--- src/rtl/elm_pkg.sv ---
`default_nettype none
// +----------------------------------------------------------------------+
// | elm_pkg : activation encodings, neuron FSM states, saturating shift   |
// | Rev 1.0                                                               |
// +----------------------------------------------------------------------+
package elm_pkg;

  localparam logic [1:0] ACT_IDENT = 2'd0;
  localparam logic [1:0] ACT_RELU  = 2'd1;
  localparam logic [1:0] ACT_HSIG  = 2'd2;

  typedef enum logic [2:0] {
    ST_ACC   = 3'd0,
    ST_DRAIN = 3'd1,
    ST_BIAS  = 3'd2,
    ST_ACT   = 3'd3,
    ST_OUT   = 3'd4
  } state_e;

  localparam int SAT_W = 64;

  // Arithmetic (floor) right shift followed by clamp to a signed out_w range.
  function automatic logic signed [SAT_W-1:0] sat_shift(
    input logic signed [SAT_W-1:0] v,
    input int unsigned             shamt,
    input int unsigned             out_w
  );
    logic signed [SAT_W-1:0] s;
    logic signed [SAT_W-1:0] hi;
    logic signed [SAT_W-1:0] lo;
    s  = v >>> shamt;
    hi = (64'sd1 <<< (out_w - 1)) - 64'sd1;
    lo = -hi - 64'sd1;
    if (s > hi)      return hi;
    else if (s < lo) return lo;
    else             return s;
  endfunction

endpackage
`default_nettype wire

--- src/rtl/elm_neuron_mac_if.sv ---
`default_nettype none
// +----------------------------------------------------------------------+
// | elm_neuron_mac_if : config bus plus input/output streams of a neuron  |
// | Rev 1.0                                                               |
// +----------------------------------------------------------------------+
interface elm_neuron_mac_if #(
  parameter int DATA_W = 16,
  parameter int CFG_W  = 8
);
  logic [CFG_W-1:0]  cfg_layer;
  logic [CFG_W-1:0]  cfg_neuron;
  logic              w_valid;
  logic [DATA_W-1:0] w_data;
  logic              b_valid;
  logic [DATA_W-1:0] b_data;
  logic [1:0]        act_sel;
  logic              in_valid;
  logic              in_ready;
  logic [DATA_W-1:0] in_data;
  logic              out_valid;
  logic              out_ready;
  logic [DATA_W-1:0] out_data;
  logic              busy;
  logic              wr_err;

  modport master (
    output cfg_layer, cfg_neuron, w_valid, w_data, b_valid, b_data, act_sel,
           in_valid, in_data, out_ready,
    input  in_ready, out_valid, out_data, busy, wr_err
  );

  modport slave (
    input  cfg_layer, cfg_neuron, w_valid, w_data, b_valid, b_data, act_sel,
           in_valid, in_data, out_ready,
    output in_ready, out_valid, out_data, busy, wr_err
  );
endinterface
`default_nettype wire

--- src/rtl/neuron_weight_ram.sv ---
`default_nettype none
// +----------------------------------------------------------------------+
// | neuron_weight_ram : 1W/1R synchronous weight store, registered read   |
// | Rev 1.0                                                               |
// +----------------------------------------------------------------------+
module neuron_weight_ram #(
  parameter int DATA_W = 16,
  parameter int DEPTH  = 128,
  parameter int ADDR_W = $clog2(DEPTH)
) (
  input  logic              clk,
  input  logic              we_i,
  input  logic [ADDR_W-1:0] waddr_i,
  input  logic [DATA_W-1:0] wdata_i,
  input  logic              re_i,
  input  logic [ADDR_W-1:0] raddr_i,
  output logic [DATA_W-1:0] rdata_o
);
  // No reset: contents must survive rst.
  logic [DATA_W-1:0] mem_q [DEPTH];

  always_ff @(posedge clk) begin
    if (we_i) mem_q[waddr_i] <= wdata_i;
    if (re_i) rdata_o <= mem_q[raddr_i];
  end
endmodule
`default_nettype wire

--- src/rtl/elm_neuron_mac.sv ---
`default_nettype none
// +----------------------------------------------------------------------+
// | elm_neuron_mac : streaming MAC neuron with bias, saturation, activation|
// | Rev 1.0                                                               |
// +----------------------------------------------------------------------+
module elm_neuron_mac
  import elm_pkg::*;
#(
  parameter int DATA_W     = 16,
  parameter int FRAC_W     = 8,
  parameter int NUM_WEIGHT = 128,
  parameter int LAYER_NO   = 1,
  parameter int NEURON_NO  = 0,
  parameter int CFG_W      = 8
) (
  input  logic             clk,
  input  logic             rst,
  elm_neuron_mac_if.slave  bus
);
  localparam int CNT_W  = $clog2(NUM_WEIGHT);
  localparam int PROD_W = 2 * DATA_W;
  localparam int ACC_W  = 2 * DATA_W + CNT_W;
  localparam logic [CNT_W-1:0]         CNT_LAST = CNT_W'(NUM_WEIGHT - 1);
  localparam logic signed [DATA_W:0]   HS_HALF  = (DATA_W+1)'(2 ** (FRAC_W - 1));
  localparam logic signed [DATA_W:0]   HS_ONE   = (DATA_W+1)'(2 ** FRAC_W);

  state_e                    state_q, state_d;
  logic [CNT_W-1:0]          cnt_q, waddr_q;
  logic                      phase_q;
  logic                      v1_q, v2_q;
  logic signed [DATA_W-1:0]  in_q, bias_q, y_q, out_q;
  logic signed [DATA_W-1:0]  w_rdata;
  logic signed [PROD_W-1:0]  prod_q;
  logic signed [ACC_W-1:0]   acc_q;
  logic [1:0]                act_q;
  logic                      busy_q, wr_err_q;

  logic                      accept, out_fire, cfg_hit, w_we, b_we;
  logic signed [DATA_W:0]    hs;
  logic signed [DATA_W-1:0]  act_y;

  assign cfg_hit  = (bus.cfg_layer == CFG_W'(LAYER_NO)) && (bus.cfg_neuron == CFG_W'(NEURON_NO));
  assign w_we     = cfg_hit & bus.w_valid & ~busy_q;
  assign b_we     = cfg_hit & bus.b_valid & ~busy_q;
  assign accept   = bus.in_valid & bus.in_ready;
  assign out_fire = bus.out_valid & bus.out_ready;

  neuron_weight_ram #(.DATA_W(DATA_W), .DEPTH(NUM_WEIGHT), .ADDR_W(CNT_W)) u_ram (
    .clk     (clk),
    .we_i    (w_we),
    .waddr_i (waddr_q),
    .wdata_i (bus.w_data),
    .re_i    (accept),
    .raddr_i (cnt_q),
    .rdata_o (w_rdata)
  );

  always_ff @(posedge clk) begin
    if (rst) state_q <= ST_ACC;
    else     state_q <= state_d;
  end

  // DRAIN and ACT each last two cycles; phase_q marks the second one.
  always_comb begin
    state_d = state_q;
    case (state_q)
      ST_ACC:   if (accept && cnt_q == CNT_LAST) state_d = ST_DRAIN;
      ST_DRAIN: if (phase_q) state_d = ST_BIAS;
      ST_BIAS:  state_d = ST_ACT;
      ST_ACT:   if (phase_q) state_d = ST_OUT;
      ST_OUT:   if (bus.out_ready) state_d = ST_ACC;
      default:  state_d = ST_ACC;
    endcase
  end

  always_comb begin
    bus.in_ready  = (state_q == ST_ACC);
    bus.out_valid = (state_q == ST_OUT);
    bus.out_data  = out_q;
    bus.busy      = busy_q;
    bus.wr_err    = wr_err_q;
  end

  always_comb begin
    hs = (DATA_W+1)'(y_q >>> 2) + HS_HALF;
    case (act_q)
      ACT_RELU: act_y = y_q[DATA_W-1] ? '0 : y_q;
      ACT_HSIG: begin
        if (hs < 0)           act_y = '0;
        else if (hs > HS_ONE) act_y = HS_ONE[DATA_W-1:0];
        else                  act_y = hs[DATA_W-1:0];
      end
      default:  act_y = y_q;
    endcase
  end

  always_ff @(posedge clk) begin
    if (b_we) bias_q <= bus.b_data;
  end

  always_ff @(posedge clk) begin
    if (rst) begin
      cnt_q    <= '0;
      waddr_q  <= '0;
      phase_q  <= 1'b0;
      v1_q     <= 1'b0;
      v2_q     <= 1'b0;
      in_q     <= '0;
      prod_q   <= '0;
      acc_q    <= '0;
      y_q      <= '0;
      out_q    <= '0;
      act_q    <= ACT_IDENT;
      busy_q   <= 1'b0;
      wr_err_q <= 1'b0;
    end else begin
      wr_err_q <= cfg_hit & (bus.w_valid | bus.b_valid) & busy_q;
      if (w_we) waddr_q <= (waddr_q == CNT_LAST) ? '0 : waddr_q + CNT_W'(1);
      phase_q <= ((state_q == ST_DRAIN) || (state_q == ST_ACT)) & ~phase_q;
      v1_q    <= accept;
      v2_q    <= v1_q;
      if (accept) begin
        in_q   <= bus.in_data;
        cnt_q  <= (cnt_q == CNT_LAST) ? '0 : cnt_q + CNT_W'(1);
        busy_q <= 1'b1;
        if (cnt_q == CNT_LAST) act_q <= bus.act_sel;
      end
      if (v1_q) prod_q <= in_q * w_rdata;
      case (state_q)
        ST_BIAS: acc_q <= acc_q + (ACC_W'(bias_q) <<< FRAC_W);
        ST_ACT: begin
          if (!phase_q) y_q   <= DATA_W'(sat_shift(SAT_W'(acc_q), FRAC_W, DATA_W));
          else          out_q <= act_y;
        end
        ST_OUT: begin
          if (bus.out_ready) begin
            acc_q  <= '0;
            cnt_q  <= '0;
            busy_q <= 1'b0;
          end
        end
        default: if (v2_q) acc_q <= acc_q + ACC_W'(prod_q);
      endcase
    end
  end
endmodule
`default_nettype wire

--- src/flat_wrapper.sv ---
// flat-port wrapper written by rule: the top's interface ports become plain ports
module elm_neuron_mac_flat import elm_pkg::*;
#(
  parameter int DATA_W     = 16,
  parameter int FRAC_W     = 8,
  parameter int NUM_WEIGHT = 128,
  parameter int LAYER_NO   = 1,
  parameter int NEURON_NO  = 0,
  parameter int CFG_W      = 8
)
  (clk, rst, bus_cfg_layer, bus_cfg_neuron, bus_w_valid, bus_w_data, bus_b_valid, bus_b_data, bus_act_sel, bus_in_valid, bus_in_data, bus_out_ready, bus_in_ready, bus_out_valid, bus_out_data, bus_busy, bus_wr_err);
  elm_neuron_mac_if #(.DATA_W(DATA_W), .CFG_W(CFG_W)) bus_i ();
  input  logic clk;
  input  logic rst;
  input wire logic [$bits(bus_i.cfg_layer)-1:0] bus_cfg_layer;
  input wire logic [$bits(bus_i.cfg_neuron)-1:0] bus_cfg_neuron;
  input wire logic [$bits(bus_i.w_valid)-1:0] bus_w_valid;
  input wire logic [$bits(bus_i.w_data)-1:0] bus_w_data;
  input wire logic [$bits(bus_i.b_valid)-1:0] bus_b_valid;
  input wire logic [$bits(bus_i.b_data)-1:0] bus_b_data;
  input wire logic [$bits(bus_i.act_sel)-1:0] bus_act_sel;
  input wire logic [$bits(bus_i.in_valid)-1:0] bus_in_valid;
  input wire logic [$bits(bus_i.in_data)-1:0] bus_in_data;
  input wire logic [$bits(bus_i.out_ready)-1:0] bus_out_ready;
  output wire logic [$bits(bus_i.in_ready)-1:0] bus_in_ready;
  output wire logic [$bits(bus_i.out_valid)-1:0] bus_out_valid;
  output wire logic [$bits(bus_i.out_data)-1:0] bus_out_data;
  output wire logic [$bits(bus_i.busy)-1:0] bus_busy;
  output wire logic [$bits(bus_i.wr_err)-1:0] bus_wr_err;
  assign bus_i.cfg_layer = bus_cfg_layer;
  assign bus_i.cfg_neuron = bus_cfg_neuron;
  assign bus_i.w_valid = bus_w_valid;
  assign bus_i.w_data = bus_w_data;
  assign bus_i.b_valid = bus_b_valid;
  assign bus_i.b_data = bus_b_data;
  assign bus_i.act_sel = bus_act_sel;
  assign bus_i.in_valid = bus_in_valid;
  assign bus_i.in_data = bus_in_data;
  assign bus_i.out_ready = bus_out_ready;
  assign bus_in_ready = bus_i.in_ready;
  assign bus_out_valid = bus_i.out_valid;
  assign bus_out_data = bus_i.out_data;
  assign bus_busy = bus_i.busy;
  assign bus_wr_err = bus_i.wr_err;
  elm_neuron_mac #(.DATA_W(DATA_W), .FRAC_W(FRAC_W), .NUM_WEIGHT(NUM_WEIGHT), .LAYER_NO(LAYER_NO), .NEURON_NO(NEURON_NO), .CFG_W(CFG_W)) u_core (.clk(clk), .rst(rst), .bus(bus_i));
endmodule
--- config.mk ---
export PLATFORM = sky130hd
export DESIGN_NAME = elm_neuron_mac_flat
export DESIGN_NICKNAME = d
export VERILOG_FILES = /design/src/rtl/elm_pkg.sv /design/src/rtl/elm_neuron_mac_if.sv /design/src/rtl/neuron_weight_ram.sv /design/src/rtl/elm_neuron_mac.sv /design/src/flat_wrapper.sv
export SDC_FILE = /design/constraint.sdc
export NUM_CORES = 2
export LEC_CHECK = 0
export ABC_AREA = 0
export CORE_ASPECT_RATIO = 1.25
export CORE_MARGIN = 3
export CORE_UTILIZATION = 51
export CTS_CLUSTER_SIZE = 24
export DETAILED_ROUTE_END_ITERATION = 7
export GPL_TIMING_DRIVEN = 0
export PLACE_DENSITY = 0.69
export SYNTH_ARGS = -nofsm -noshare
export SYNTH_HDL_FRONTEND = slang
export SYNTH_SLANG_ARGS = --single-unit
--- constraint.sdc ---
create_clock -name clk -period 5.6 [get_ports clk]
set_input_delay 1.68 -clock clk [delete_from_list [all_inputs] [get_ports clk]]
set_output_delay 1.68 -clock clk [all_outputs]
set_load 0.05 [all_outputs]
### After elaboration in Yosys (flattened, before gate mapping)

Memory sizes are Yosys's and may differ from the RTL's. A register that Yosys moved wholly into a read port is not among the register bits.
Cells that the tools add are included.

| word-level totals | value |
|---|---|
| memory bits (writable) | 2048 |
| bits of input ports | 72 |
| memories | 1 |
| logic and storage cells | 86 |
| flip-flop bits (word level) | 159 |

| cells by class | value |
|---|---|
| add/sub/neg operators | 5 |
| $lt $le $gt $ge | 4 |
| multiply operators | 1 |
| mux-type cells | 24 |
| bitwise operators | 12 |
| eq/ne operators | 13 |
| reduce and logical (&&, ||, !) cells | 11 |

Memories:

| memory | words | bits a word | rd ports | clocked after memory_dff | wr ports | line | source |
|---|---|---|---|---|---|---|---|
| u_core.u_ram.mem_q | 128 | 16 | 1 | 1 | 1 | neuron_weight_ram.sv:20 | `logic [DATA_W-1:0] mem_q [DEPTH];` |

Operators with widths:

| operator | count |
|---|---|
| one-hot mux 39 bit (3 select lines) | 1 |
| two-way mux 39 bit | 2 |
| two-way mux 16 bit | 4 |
| adder 39 x 24 -> 39 bit | 1 |
| adder 39 x 32 -> 39 bit | 1 |
| two-way mux 7 bit | 5 |
| multiplier 16 x 16 -> 32 bit | 1 |
| one-hot mux 16 bit (2 select lines) | 1 |
| > comparator 31 x 16 -> 1 bit (second input constant) | 1 |
| < comparator 31 x 16 -> 1 bit (second input constant) | 1 |
| adder 14 x 9 -> 15 bit (second input constant) | 1 |
| > comparator 15 x 10 -> 1 bit (second input constant) | 1 |
| < comparator 15 x 1 -> 1 bit (second input constant) | 1 |
| two-way mux 15 bit | 1 |
| one-hot mux 3 bit (5 select lines) | 1 |
| adder 7 x 1 -> 7 bit (second input constant) | 2 |
| equality test 7 bit (second input constant) | 2 |
| two-way mux 3 bit | 4 |
| AND 1 bit | 8 |
| equality test 8 x 1 -> 1 bit (second input constant) | 1 |
| logical NOT 8 bit | 1 |
| equality test 3 x 2 -> 1 bit (second input constant) | 2 |
| AND reduction 2 bit | 3 |
| two-way mux 1 bit | 5 |
| 14 further kinds | 19 |

### Logic depth before layout (Yosys ltp)

| logic depth | value |
|---|---|
| depth after elaboration | 6 |
| depth in mapped cells | 23 |
| depth with buffers taken out | 22 |

### Cells and area by module

From an unflattened synthesis, not the netlist that was laid out.

| unflattened totals | value |
|---|---|
| cell total of the unflattened synthesis | 5327 |
| area, all modules | 98042.8 µm² |

Modules (own cells, without submodules):

| module | area an instance (µm²) | sequential area each (µm²) | times used | cells an instance |
|---|---|---|---|---|
| neuron_weight_ram | 78683.0 | 61979.4 | 1 | 3086 |
| elm_neuron_mac | 19359.8 | 3343.2 | 1 | 2241 |

### Worst setup path after synthesis

OpenSTA, ideal clock, no wires.

| path | value |
|---|---|
| path type | register to register |
| from | register u_core.u_ram.rdata_o[7] (read register of u_core.u_ram.mem_q) |
| to | register u_core.prod_q[29] |
| data required time | 5.517 ns |
| cell stages (with the launch flop) | 24 |
| path slack | -0.525 ns |
| arrival | 6.042 ns |
| setup time | 0.083 ns |
| path through | edfxtp_1 -> clkbuf_1 -> nand2_1 -> fa_1 -> inv_1 -> fa_1 -> inv_1 -> fa_1 -> inv_1 -> fa_1 -> fa_1 -> inv_1 -> fa_1 -> inv_1 -> ha_1 -> a21oi_1 -> o21ai_0 -> a22o_1 -> a31oi_1 -> o41ai_1 -> a211oi_1 -> o21bai_1 -> a2111o_1 -> o221ai_1 |

| on the way | value |
|---|---|
| cells in the longest elaborated chain, start to end | 1 |

Ends and longest elaborated chain:

| what | line | source |
|---|---|---|
| start, declared | neuron_weight_ram.sv:17 | `output logic [DATA_W-1:0] rdata_o` |
| multiplier 16 x 16 -> 32 bit | elm_neuron_mac.sv:128 | `if (v1_q) prod_q <= in_q * w_rdata;` |
| end signal, assigned | elm_neuron_mac.sv:128 |  |
| end, declared | elm_neuron_mac.sv:33 | `logic signed [PROD_W-1:0] prod_q;` |

No other way between the ends.
A chain may end at the register's enable or synchronous reset.

### Worst setup path after layout

| path | value |
|---|---|
| from | register u_core.u_ram.rdata_o[12] (read register of u_core.u_ram.mem_q) |
| to | register u_core.prod_q[29] |

The elaborated chain is that of the path after synthesis.

==> flow_metrics.py <==
metrics = {
    "run_status": {
        "outcome": "complete, but fails checks",
        "violations": "max-capacitance violations, max-slew violations, negative setup slack",
    },
    "power_and_ir_drop": {
        "switchingPower_mw": 10.6,
        "p_int_mw": 29.4,
        "clock_power_share": 0.354,
        "power_density_mw_per_mm2": 356,
        "leak_pwr_nw": 37.0,
        "ir_worst_vdd_mv": 0.368,
        "combinational_power_share": 0.189,
        "seqPwrFrac": 0.458,
        "p_sw_frac": 0.265,
        "overall_power_after_layout_mw": 40.0,
    },
    "detailed_routing": {
        "detail_route.wirelength_um": 257000,
        "wl_per_cell_um": 30.3,
        "drc": 0,
        "vias": 52100,
        "remaining_number_of_nets_flagged_by_the_antenna_check_after_routing": 0,
        "drt_first_iter_violations": 5687,
        "post_dr_vias_cell": 6.14,
        "detail_route.first_pass.iterations": 8,
    },
    "synthesis": {
        "synth_warnings": 0,
        "yosysTopAreaCell": "sky130_fd_sc_hd__edfxtp_1",
        "yosysSeqAreaShare": 0.667,
        "synth_largest_type_area_fraction": 0.638,
        "synth-seq-cells": 2223,
        "synth_unique_cells": 72,
        "syn-mean-instance-area_um2": 18.5,
        "mappedNetlistArea_mm2": 0.0980,
        "synth_ff_type": "sky130_fd_sc_hd__edfxtp_1",
        "postSynthCellCount": 5307,
        "synth-edff-count": 2080,
        "synth-async-reset-ratio": 0,
        "netlist_top_cells_area": "sky130_fd_sc_hd__edfxtp_1, sky130_fd_sc_hd__mux4_2, sky130_fd_sc_hd__fa_1, sky130_fd_sc_hd__dfxtp_1, sky130_fd_sc_hd__ha_1",
        "synth.net_count": 5798,
    },
    "die": {
        "core_area_mm2": 0.191,
        "pin_count": 92,
        "die_h_um": 496,
        "start_util": 0.514,
        "chipWidth_um": 398,
        "floorplan.die_area_mm2": 0.197,
        "row_count": 179,
    },
    "critical_path": {
        "critPathKind": "flop to flop",
        "worst_r2r_path_depth": 21,
        "critical_path.endpoint": "u_core.prod_q[29]",
        "slack_of_the_worst_reg_to_reg_path_ns": -0.54,
        "kind_of_end_point_of_the_critical_path": "flop",
        "critical_path.cell_chain": "buf_6, and2_4, fa_1, inv_2, fa_1, inv_1, fa_1, fa_1, fa_1, inv_2, fa_1, inv_1, ha_4, a21o_1, a22o_1, a31oi_4, o41ai_4, a211oi_2, o21bai_1, a2111o_1, o221ai_1",
        "cp.depth": 21,
        "crit_path_start_kind": "flop",
        "worst_r2r_start": "u_core.u_ram.rdata_o[12]",
        "cp_data_required_time_ns": 6.34,
        "startpoint": "u_core.u_ram.rdata_o[12]",
        "critical-path-max-stage-delay_ns": 0.56,
        "crit_top_cell": "sky130_fd_sc_hd__fa_1",
        "crit_family": "adder cells",
        "worst_path_max_delay_cell": "sky130_fd_sc_hd__fa_1",
        "count_of_buffer_and_inverter_cells_on_the_critical_path": 5,
        "crit_path_max_fanout": 7,
        "rr_endpoint": "u_core.prod_q[29]",
        "worst-endpoint-arrival_ns": 6.89,
    },
    "global_routing": {
        "grt-ovfl-total": 0,
        "grt_pass1_wl_um": 372000,
        "grt_max_degree": 97,
        "antenna_violations_before_repair": 7,
        "grtUsageTotal": 0.263,
        "via_count_of_the_first_global_routing_pass": 53500,
    },
    "timing": {
        "rsz_0062_raised_after_global_routing": "true",
        "layout_worst_path_cycle_share": 1.10,
        "finClkSkew_ns": 0.0465,
        "slack_of_the_critical_path_ns": -0.543,
        "maxSlewHeadroom": -0.0332,
        "finalHoldViolations": 0,
        "tightest_slew_ns": 1.55,
        "fmax_mhz": 163,
        "hold_slack_ns": 0.460,
        "setup_viol": 15,
        "final_max_slew_viol_count": 43,
        "min_period_ns": 6.14,
    },
    "placement": {
        "pre_cts_ws_ns": -1.27,
        "finalWeightedCongestion": 0.912,
        "portBuffers": 90,
        "detailedPlacementHpwl_um": 180000,
        "placedInstanceArea_mm2": 0.104,
    },
    "layout": {
        "finish.net_count": 6260,
        "layout-drive-gt1-share": 0.256,
        "area_of_the_multi_input_gates_mm2": 0.0314,
        "final_cell_area_mm2": 0.112,
        "sequential_cell_area_mm2": 0.0654,
        "layout.filler_cells": 13800,
        "finish.utilization": 0.590,
        "areaGrowthSynthToFinish_pct": 14.7,
    },
    "cts": {
        "clock_path_buffers": 3,
        "htree_levels": 4,
        "tritoncts.num_buffers": 204,
        "cts.reportedPaths.clkPinSlew_ns": 0.07,
        "cts_num_sinks": 2223,
        "insertion_delay_ns": 0.87,
        "cts_tree": "built",
        "cts_root_buf": "sky130_fd_sc_hd__clkbuf_16",
    },
    "job": {
        "max_cap_violations": 4,
    },
    "hold_path": {
        "hp-class": "flop to flop",
    },
}
placed cells by master, fill, tap and decap left out, drive strengths merged, types with 88 or more instances in the layout:
master     n
edfxtp  2080
nor2     281
mux4     672
nand2    252
ha       155
a21oi    122
inv      325
buf      281
fa       264
clkinv    88
clkbuf   401
and2     137
dfxtp    143
tightest hold or removal path: cells and delay by family, from the launching register on:
family | cells | cell delay, ns
AND/OR/NAND/NOR | 1 | 0.05
AO/OA/AOI/OAI | 1 | 0.05
flip-flops | 1 | 0.32
worst min-delay path by stage:
stage          slack [ns]               startpoint  cells after the start                      end
2_1_floorplan        0.43        u_core.prod_q[28]                      2        u_core.prod_q[28]
4_1_cts              0.47            u_core.y_q[0]                      2            u_core.y_q[0]
3_3_place_gp         0.45            u_core.y_q[1]                      2            u_core.y_q[1]
5_1_grt              0.49        u_core.prod_q[24]                      2        u_core.prod_q[24]
6_report             0.46  u_core.bus.out_data[15]                      2  u_core.bus.out_data[15]
3_5_place_dp         0.46  u_core.bus.out_data[15]                      2  u_core.bus.out_data[15]
state kept, by name, summed over array words and instances, names as in the netlist, 7 cells and up:
register              flops
u_core.cnt_q              7
u_core.prod_q            32
u_core.waddr_q            7
u_core.y_q               16
u_core.u_ram.rdata_o     16
u_core.u_ram.mem_q     2048
u_core.acc_q             39
u_core.bus.out_data      16
u_core.in_q              16
u_core.bias_q            16
power by group through the flow:
stage	Clock [mW]	Sequential [mW]	Combinational (mW)
2_1_floorplan	0	18.6	4.19
3_3_place_gp	0	18.8	6.32
3_5_place_dp	0	18.7	6.47
4_1_cts	14.3	18.3	7.16
5_1_grt	14.9	18.3	8.12
6_report	14.2	18.3	7.56
Yosys cell counts, types with 10 or more instances:
library cell	instances
sky130_fd_sc_hd__a221oi_1	16
sky130_fd_sc_hd__a31oi_1	13
sky130_fd_sc_hd__dfxtp_1	143
sky130_fd_sc_hd__buf_2	32
sky130_fd_sc_hd__mux2_2	16
sky130_fd_sc_hd__a211oi_1	17
sky130_fd_sc_hd__mux2i_1	25
sky130_fd_sc_hd__and2_1	136
sky130_fd_sc_hd__xnor2_1	60
sky130_fd_sc_hd__buf_1	47
sky130_fd_sc_hd__a21oi_1	122
sky130_fd_sc_hd__clkbuf_1	164
sky130_fd_sc_hd__inv_1	315
sky130_fd_sc_hd__nand3_1	42
sky130_fd_sc_hd__nand2_1	252
sky130_fd_sc_hd__nor4_1	18
sky130_fd_sc_hd__o21bai_1	17
sky130_fd_sc_hd__fa_1	264
sky130_fd_sc_hd__nand4_1	17
sky130_fd_sc_hd__nor3_1	48
sky130_fd_sc_hd__o211ai_1	27
sky130_fd_sc_hd__mux4_2	672
sky130_fd_sc_hd__nor2b_1	13
sky130_fd_sc_hd__ha_1	155
sky130_fd_sc_hd__a21o_1	45
sky130_fd_sc_hd__nand2b_1	20
sky130_fd_sc_hd__edfxtp_1	2080
sky130_fd_sc_hd__a22oi_1	22
sky130_fd_sc_hd__o21a_1	12
sky130_fd_sc_hd__and3_1	22
sky130_fd_sc_hd__o21ai_0	59
sky130_fd_sc_hd__nor2_1	281
sky130_fd_sc_hd__xor2_1	36
sky130_fd_sc_hd__or3_1	10
timing repair:
action,in CTS,in global routing
hold buffers,0,0
setup endpoints to repair,21,295
cloned,1,1
pin swaps,53,63
gates resized for setup,140,93
buffers inserted,48,33
cells by family after synthesis:
logic type      after synthesis  share of synthesized area
mux                         713                      0.159
compound gates              407                     0.0273
simple gates                882                     0.0420
flops                      2223                      0.667
fa+ha+maj                   419                     0.0738
xor+xnor                     96                    0.00858
buf+inv                     567                     0.0226
area by class of cell:
type                            instances  share of cell area
Tap cell                             2534              0.0282
Clock inverter                        129              0.0131
Timing Repair Buffer                  256              0.0284
Multi-Input combinational cell       2517               0.280
Inverter                              316              0.0106
Buffer                                251              0.0110
Clock buffer                          249              0.0475
Antenna cell                            8            0.000178
Sequential cell                      2223               0.582
per-layer routing:
layer	GRT usage	vias to the layer above	routed length, µm
li1	-	21800	-
met1	0.321	27500	90800
met2	0.457	2241	134000
met3	0.0432	559	17100
met4	0.132	2	15200
met5	0	-	11
stage by stage:
stage	setup TNS [ns]	cells
floorplan	-0.0701	5307
global placement	-2960.59	7931
detailed placement	-622.27	8017
CTS	-4.18	8444
global route	-7.64	8477
finish	-4.95	8483
No activity file was read; power rests on OpenSTA's default activity.
